===== config.mk =====
export PLATFORM = sky130hd
export DESIGN_NAME = imem_boot_sequencer
export DESIGN_NICKNAME = d
export VERILOG_FILES = /design/src/rtl/imem_boot_sequencer.sv
export SDC_FILE = /design/constraint.sdc
export NUM_CORES = 1
export LEC_CHECK = 0
export ABC_AREA = 1
export CORE_MARGIN = 10
export CORE_UTILIZATION = 44
export CTS_BUF_LIST = sky130_fd_sc_hd__clkbuf_4 sky130_fd_sc_hd__clkbuf_8
export CTS_CLUSTER_DIAMETER = 40
export DETAILED_ROUTE_END_ITERATION = 16
export PLACE_DENSITY = 0.79
export SLEW_MARGIN = 15
export SYNTH_ARGS = -nofsm -noshare
export SYNTH_HDL_FRONTEND = slang
export SYNTH_SLANG_ARGS = --single-unit

===== constraint.sdc =====
create_clock -name clock -period 1.7 [get_ports clock]
set_clock_uncertainty 0.15 [all_clocks]
set_input_delay 0.34 -clock clock [delete_from_list [all_inputs] [get_ports clock]]
set_output_delay 0.34 -clock clock [all_outputs]
set_load 0.05 [all_outputs]

===== src/rtl/imem_boot_sequencer.sv =====
// ---------------------------------------------------------------------------
// imem_boot_sequencer
//
// Streams a program from a host into the instruction memory, then holds the
// pipeline core in reset for a few cycles before letting it run. While in RUN
// the core can be re-reset without reloading, or a fresh program can be
// loaded at any time.
//
// Optional feature: define IMEM_BOOT_CHECKSUM_EN to build a running XOR of
// every word accepted since the last clear. Without it load_checksum is tied
// to zero and no checksum register exists.
//
// Ports
//   clock          single clock, rising edge
//   reset_n        asynchronous active-low reset
//   load_start     pulse, begin a new program load (IDLE/RUN/ERROR only)
//   load_valid     host word valid
//   load_ready     sequencer accepts a word this cycle
//   load_data      instruction word from the host
//   load_last      marks the final word of the program
//   run_restart    pulse, re-reset the core without reloading (RUN only)
//   core_reset     active-high reset to the pipeline
//   imem_reset     active-high clear to the instruction memory
//   imem_we        instruction memory write strobe
//   PC_write       instruction memory write address
//   instruction_in instruction memory write data
//   busy           high in every state except IDLE and RUN
//   overflow       sticky, a load ran past the top of the address space
//   load_checksum  running XOR of accepted words (zero when feature is off)
// ---------------------------------------------------------------------------
module imem_boot_sequencer #(
  parameter int ADDR_W       = 10,
  parameter int DATA_W       = 32,
  parameter int BASE_ADDR    = 0,
  parameter int CLEAR_CYCLES = 2,
  parameter int HOLD_CYCLES  = 4
) (
  input  logic              clock,
  input  logic              reset_n,
  input  logic              load_start,
  input  logic              load_valid,
  output logic              load_ready,
  input  logic [DATA_W-1:0] load_data,
  input  logic              load_last,
  input  logic              run_restart,
  output logic              core_reset,
  output logic              imem_reset,
  output logic              imem_we,
  output logic [ADDR_W-1:0] PC_write,
  output logic [DATA_W-1:0] instruction_in,
  output logic              busy,
  output logic              overflow,
  output logic [DATA_W-1:0] load_checksum
);

  localparam int CNT_MAX = (CLEAR_CYCLES > HOLD_CYCLES) ? CLEAR_CYCLES : HOLD_CYCLES;
  localparam int CNT_W   = $clog2(CNT_MAX + 1) + 1;

  localparam logic [ADDR_W-1:0] BASE      = ADDR_W'(BASE_ADDR);
  localparam logic [ADDR_W-1:0] ADDR_LAST = '1;

  typedef enum logic [2:0] {
    S_IDLE,
    S_CLEAR,
    S_LOAD,
    S_RELEASE,
    S_RUN,
    S_ERROR
  } state_t;

  state_t            state;
  logic [CNT_W-1:0]  cnt;
  logic [ADDR_W-1:0] load_addr;
  logic              accept;
  logic              start_ok;

  // load_ready is registered and only high in LOAD, so accept implies LOAD.
  assign accept   = load_valid && load_ready;
  assign start_ok = load_start &&
                    (state == S_IDLE || state == S_RUN || state == S_ERROR);

  always_ff @(posedge clock or negedge reset_n) begin
    if (!reset_n) begin
      state          <= S_IDLE;
      cnt            <= '0;
      load_addr      <= BASE;
      core_reset     <= 1'b1;
      imem_reset     <= 1'b1;
      imem_we        <= 1'b0;
      load_ready     <= 1'b0;
      PC_write       <= '0;
      instruction_in <= '0;
      busy           <= 1'b0;
      overflow       <= 1'b0;
    end else begin
      imem_we <= 1'b0;
      if (start_ok) begin
        // cnt starts at 1 so imem_reset is high for exactly CLEAR_CYCLES cycles.
        state      <= S_CLEAR;
        cnt        <= CNT_W'(1);
        load_addr  <= BASE;
        core_reset <= 1'b1;
        imem_reset <= 1'b1;
        load_ready <= 1'b0;
        busy       <= 1'b1;
        overflow   <= 1'b0;
      end else begin
        case (state)
          S_IDLE: begin
            core_reset <= 1'b1;
            imem_reset <= 1'b0;
          end
          S_CLEAR: begin
            if (cnt >= CNT_W'(CLEAR_CYCLES)) begin
              state      <= S_LOAD;
              imem_reset <= 1'b0;
              load_ready <= 1'b1;
            end else begin
              cnt <= cnt + CNT_W'(1);
            end
          end
          // write stage: an accepted word appears on the memory port next cycle
          S_LOAD: begin
            if (accept) begin
              imem_we        <= 1'b1;
              PC_write       <= load_addr;
              instruction_in <= load_data;
              load_addr      <= load_addr + ADDR_W'(1);
              if (load_last) begin
                // cnt starts at 0: the hold is counted after the final write cycle.
                state      <= S_RELEASE;
                cnt        <= '0;
                load_ready <= 1'b0;
              end else if (load_addr == ADDR_LAST) begin
                state      <= S_ERROR;
                overflow   <= 1'b1;
                load_ready <= 1'b0;
              end
            end
          end
          S_RELEASE: begin
            if (cnt >= CNT_W'(HOLD_CYCLES)) begin
              state      <= S_RUN;
              core_reset <= 1'b0;
              busy       <= 1'b0;
            end else begin
              cnt <= cnt + CNT_W'(1);
            end
          end
          S_RUN: begin
            if (run_restart) begin
              // No write precedes a restart, so the current cycle already counts.
              state      <= S_RELEASE;
              cnt        <= CNT_W'(1);
              core_reset <= 1'b1;
              busy       <= 1'b1;
            end
          end
          S_ERROR: begin
            core_reset <= 1'b1;
            load_ready <= 1'b0;
          end
          default: begin
            state      <= S_IDLE;
            core_reset <= 1'b1;
            busy       <= 1'b0;
            load_ready <= 1'b0;
          end
        endcase
      end
    end
  end

`ifdef IMEM_BOOT_CHECKSUM_EN
  always_ff @(posedge clock or negedge reset_n) begin
    if (!reset_n) begin
      load_checksum <= '0;
    end else if (start_ok) begin
      load_checksum <= '0;
    end else if (accept) begin
      load_checksum <= load_checksum ^ load_data;
    end
  end
`else
  assign load_checksum = '0;
`endif

endmodule


==> results of run 1 <==
-- final cells by class --
| cell class | instances | area (µm²) |
|---|---|---|
| Clock buffer | 10 | 131 |
| Clock inverter | 6 | 35.0 |
| Fill cell | 566 | 2320 |
| Inverter | 29 | 109 |
| Multi-Input combinational cell | 292 | 1300 |
| Sequential cell | 65 | 1630 |
| Tap cell | 99 | 124 |
| Timing Repair Buffer | 106 | 1520 |
-- synthesized netlist by cell type, types with 2 or more instances --
cell	instances	share of area
a21oi_1	7	0.011
nand2_2	3	0.0058
ha_1	3	0.012
inv_2	3	0.0035
buf_6	4	0.014
o21ai_0	8	0.012
inv_1	26	0.030
buf_2	7	0.011
nor2_1	23	0.027
nor2_2	3	0.0058
o21ai_1	13	0.020
nand3_1	16	0.025
nand2_1	167	0.19
buf_4	33	0.077
nor3_1	2	0.0031
nor2_4	2	0.0070
o22ai_1	3	0.0058
nand4_1	3	0.0058
dfrtp_1	63	0.49
dfstp_2	2	0.016
-- layer usage --
layer  vias up  track usage
met5         -            0
met4         0       0.0300
met3         4       0.0554
met2       126        0.251
met1      1342        0.171
li1       1384            -
-- per-stage QoR --
step | power [mW] | setup TNS, ns | area (µm²)
global placement | 6.65 | -3.01 | 4630
global route | 8.42 | -0.0269 | 4860
CTS | 7.91 | 0 | 4810
finish | 7.98 | 0 | 4860
detailed placement | 6.74 | -3.86 | 4630
floorplan | 4.71 | 0 | 3340
-- cell usage in the layout (no fill, tap or decap), drive strengths merged --
cell           instances
nand3                 17
clkdlybuf4s50         36
buf                   69
nand4                  4
o22ai                  4
nor3b                  1
xnor2                  1
nand3b                 1
inv                   29
nand2                170
conb                  32
a21oi                  7
clkinvlp               2
dlygate4sd3            1
ha                     3
clkbuf                10
nor2                  28
dfstp                  2
dfrtp                 63
clkinv                 4
nor3                   3
o21ai                 21
-- how the worst max path moves through the flow --
| stage | start | to |
|---|---|---|
| 6_report | cnt[1]$_DFFE_PN0P_ | cnt[2]$_DFFE_PN0P_ |
| 3_3_place_gp | load_valid | instruction_in[13]$_DFFE_PN0P_ |
| 2_1_floorplan | load_ready$_DFFE_PN0P_ | instruction_in[0]$_DFFE_PN0P_ |
| 5_1_grt | state[2]$_DFFE_PN0P_ | cnt[2]$_DFFE_PN0P_ |
| 3_5_place_dp | load_valid | instruction_in[15]$_DFFE_PN0P_ |
| 4_1_cts | cnt[0]$_DFFE_PN0P_ | cnt[2]$_DFFE_PN0P_ |
-- state kept, by name, summed over array words and instances (netlist names) --
register,count
imem_reset,1
busy,1
overflow,1
imem_we,1
PC_write,10
instruction_in,32
state,3
cnt,4
load_addr,10
load_ready,1
core_reset,1
-- critical path, cell delays in order, from the launching register on --
cell	delay, ns
dfrtp_1	0.43
ha_1	0.20
nor2_1	0.10
nand2_1	0.09
nand2_2	0.09
nand2_2	0.07
nor2_4	0.16
nand3_4	0.10
nand2_1	0.08
nand2_1	0.05
-- report_power, final --
part | internal [mW] | leakage (nW) | switching [mW] | total, mW
registers | 1.97 | 0.863 | 0.472 | 2.45
logic | 1.93 | 1.49 | 2.48 | 4.41
clock network | 0.534 | 0.0852 | 0.584 | 1.12
total | 4.44 | 2.44 | 3.54 | 7.98
-- logic make-up after synthesis --
group	synth area share
AOI/OAI and AO/OA	0.0532
DFF	0.506
other	0.00116
xor gates and xnor gates	0.00272
and+or+nand+nor	0.290
adders and majority gates	0.0117
buffers and inverters	0.136
-- timing repair --
item                                    in CTS  in global routing
resized for setup                            1                  9
cloned                                       0                  0
hold buffers                                 1                  0
setup buffers                                0                  3
pin swaps                                    0                  5
endpoints found under the hold margin       63                  0
endpoints found under the setup margin       1                 29
==> run metrics, run 1 <==
outcome=complete, no violations; vias in the first global route=between 2000 and 3000; area growth from synthesis to layout=50.8%; Sink Count=65; PD cells=between 1500 and 2000 mW/mm²; crit path capture type=flip-flop; global-route wire length before repair=~14000 µm; io pins=118; Residual DRC=0; Hold Fails Final Rpt=0; yosys warns=0; Static Leakage=2.44 nW; Peak Freq=about 610 MHz; R2R Path Start=cnt[1]$_DFFE_PN0P_; Setup violations, final=0; synth unique cells=28; WHS Endpoint=cnt[3]$_DFFE_PN0P_; Seq/Total Area, Yosys=0.506; crit path kind=reg -> reg; r2r endpoint=cnt[2]$_DFFE_PN0P_; vias=2856; # rows=31; min-delay src=cnt[3]$_DFFE_PN0P_; Final period util=0.967; DRT iter0 DRCs=164; Initial Util=0.449; setup ws final=between 0.05 and 0.06 ns; hold path cells=2; clock buffer depth=2; core area=between 0.007 and 0.008 mm²; routed wl met2=between 4000 and 5000 µm; Most used DFF post-synth=dfrtp_1; Cell Area, Synth=around 0.0032 mm²; final core utilization=0.677; DR top layer=met4; Routed Antenna Nets=0; total CTS buffers=9; met1 WL=3430 µm; routed wl met3=between 700 and 800 µm; Worst Path Required=approximately 1.8 ns; Syn Inst Count=between 300 and 400; wire length per cell=roughly 14 µm; critical path arrival=approximately 1.7 ns; Diodes inserted=0; Final Slew Violations=0; proportion of layout cells with a drive suffix above 1=0.219; Mapped Avg Cell Area=8.07 µm²; post-placement setup slack=-0.116 ns; port bufs=85; Clock Tree Root=clkbuf_8; R2R cell count=9; TritonRoute pass-1 iters=4; largest net degree at the start of global routing=66; Worst-path clk slew=0.07 ns; GRT overflow=0; Die W=roughly 110 µm; fin nets=between 500 and 600; DIE HEIGHT=106 µm; Worst IR Drop VDD=between 1 and 1.5 mV; Post-synth ARST share=1.00; TritonCTS clock tree=built; post-layout minimum cycle time=1.64 ns; final WL=between 8000 and 9000 µm; H-tree depth=3; via/cell ratio=4.71; DP Wirelength=approximately 6300 µm; Hold WC Path Type=reg -> reg; Finished Layout Cells=between 600 and 700; die area=between 0.01 and 0.015 mm²; Placed Cells=587; Final Wtd Congestion=roughly 0.89; startpoint types=flip-flop; Yosys reg bits=65; r2r setup slk=~0.056 ns; Fin Hold WS=0.356 ns; clk_lat worst skew=~0.33 ns; Post-synth EDFFs=0; critical path peak fanout=4; initial antenna violation count=0; GRT Util Overall=0.146; max_cap viols=0
No activity file was read; power rests on OpenSTA's default activity.
==> run 2: changes to the inputs <==
- CELL_PAD_IN_SITES_DETAIL_PLACEMENT: not set -> 0
- CELL_PAD_IN_SITES_GLOBAL_PLACEMENT: not set -> 1
- CORE_UTILIZATION: 44 -> 33
- PLACE_DENSITY: 0.79 -> not set
- PLACE_DENSITY_LB_ADDON: not set -> 0.1
==> run metrics, run 2 (synthesized netlist as in run 1, its figures left out) <==
outcome=complete, no violations; PD cells=approximately 1600 mW/mm²; Filler cells=about 940; max_cap viols=0; DIE HEIGHT=119 µm; Hold Fails Final Rpt=0; most frequent cells in the layout=nand2_1 (166), dfrtp_1 (60), buf_12 (55), clkdlybuf4s50_1 (36), conb_1 (32); die area=approximately 0.014 mm²; via/cell ratio=around 4.2; Routed Antenna Nets=0; Die W=approximately 120 µm; initial antenna violation count=0; global-route wire length before repair=between 10000 and 15000 µm; TritonCTS clock tree=built; Worst Path Required=around 1.8 ns; clk_lat worst skew=between 0.3 and 0.4 ns; core area=approximately 0.0096 mm²; Hold WC Path Type=reg -> reg; clock buffer depth=2; crit path kind=reg -> reg; Worst IR Drop VDD=~0.7 mV; Peak Freq=633 MHz; largest net degree at the start of global routing=66; max reg flops=32; Static Leakage=2.54 nW; R2R cell count=9; Setup violations, final=0; most common cell after layout, fill and taps aside=nand2_1; largest registers=instruction_in: 32 flops, PC_write: 10 flops, load_addr: 10 flops; io pins=around 120; DRT iter0 DRCs=about 120; critical path peak fanout=4; Final Wtd Congestion=approximately 0.8; TritonRoute pass-1 iters=4; final WL=a little under 9000 µm; Residual DRC=0; GRT overflow=0; wire length per cell=around 13 µm; Diodes inserted=0; total CTS buffers=9; H-tree depth=3; vias in the first global route=2811; proportion of layout cells with a drive suffix above 1=0.249; vias=roughly 2800; DP Wirelength=6750 µm; area growth from synthesis to layout=57.9%; post-layout minimum cycle time=between 1.5 and 2 ns; Worst-path clk slew=0.07 ns; GRT Util Overall=0.123; fin nets=around 560; Clock Tree Root=clkbuf_8; Final period util=0.929; Sum Neg Setup Slack=0 ns; port bufs=85; Initial Util=0.334; Reg with most FFs=instruction_in; hold path cells=2; Sink Count=between 60 and 70; final core utilization=0.528; critical path arrival=approximately 1.7 ns; Final Slew Violations=0; # rows=36; startpoint types=flip-flop; crit path capture type=flip-flop; r2r setup slk=between 0.1 and 0.15 ns
run 2: cell types whose count changed in the layout (fill, tap and decap cells not counted), moves of 2 or more:
cell and change:
buf_12 +4, buf_4 +11, clkbuf_4 +2, clkbuf_8 +2
clkinv_2 -3, nand2_1 +2, nand2_2 -2, nor2_1 -2
nor2_2 +3
run 2: final cells by class:
type,count,area [µm²],share of cell area
Timing Repair Buffer,121,1690,0.331
Sequential cell,65,1630,0.321
Multi-Input combinational cell,292,1310,0.257
Clock buffer,14,174,0.0342
Tap cell,133,166,0.0327
Inverter,29,109,0.0214
Clock inverter,2,12.5,0.00246
run 2: metrics by stage:
stage               worst slack, ns  cell area [µm²]  cells  hold WS [ns]  power (mW)
global route               -0.00335             5090    656         0.370        8.66
CTS                          0.0418             5030    653         0.358        8.18
floorplan                     0.127             3340    430        -0.106        4.71
finish                        0.120             5090    656         0.356        8.17
detailed placement          -0.0928             4830    636         0.240        6.90
global placement            -0.0632             4830    636         0.239        6.86
run 2: worst paths after layout:
path                                        start                             to
max                            cnt[1]$_DFFE_PN0P_             cnt[2]$_DFFE_PN0P_
max in group asynchronous                 reset_n         core_reset$_DFFE_PN1P_
max reg2reg                    cnt[1]$_DFFE_PN0P_             cnt[2]$_DFFE_PN0P_
min reg2reg                imem_reset$_DFFE_PN1P_         imem_reset$_DFFE_PN1P_
min in group asynchronous                 reset_n  instruction_in[0]$_DFFE_PN0P_
min                        imem_reset$_DFFE_PN1P_         imem_reset$_DFFE_PN1P_
run 2: critical path, stage by stage, from the launching register on:
cell and delay (ns):
dfrtp_2 0.45, ha_4 0.17, nor2_2 0.09, nand2_1 0.09
nand2_2 0.07, nand2_1 0.06, nor2_2 0.14, nand3_2 0.12
nand2_1 0.09, nand2_1 0.05
run 2: repair_timing:
item,4_1_cts,5_1_grt
hold buffers,1,0
gates resized for setup,1,12
setup endpoints to repair,3,14
pin swaps,0,6
endpoints found under the hold margin,63,0
buffers inserted,0,3
run 2: power breakdown:
part           switching (mW)  leakage, nW  internal, mW
Clock                   0.576       0.0969         0.657
Sequential              0.469        0.862          1.98
Combinational            2.47         1.58          2.02
run 2: metal layers:
metal,share of wire,track usage
met1,0.49,0.165
met2,0.46,0.186
met3,0.042,0.0326
met4,0.0097,0.0489
met5,0,0
==> run 3: changes to the inputs <==
- TNS_END_PERCENT: not set -> 100
==> results of run 3 <==
The final DEF is identical to that of run 2; final timing and power are the same.
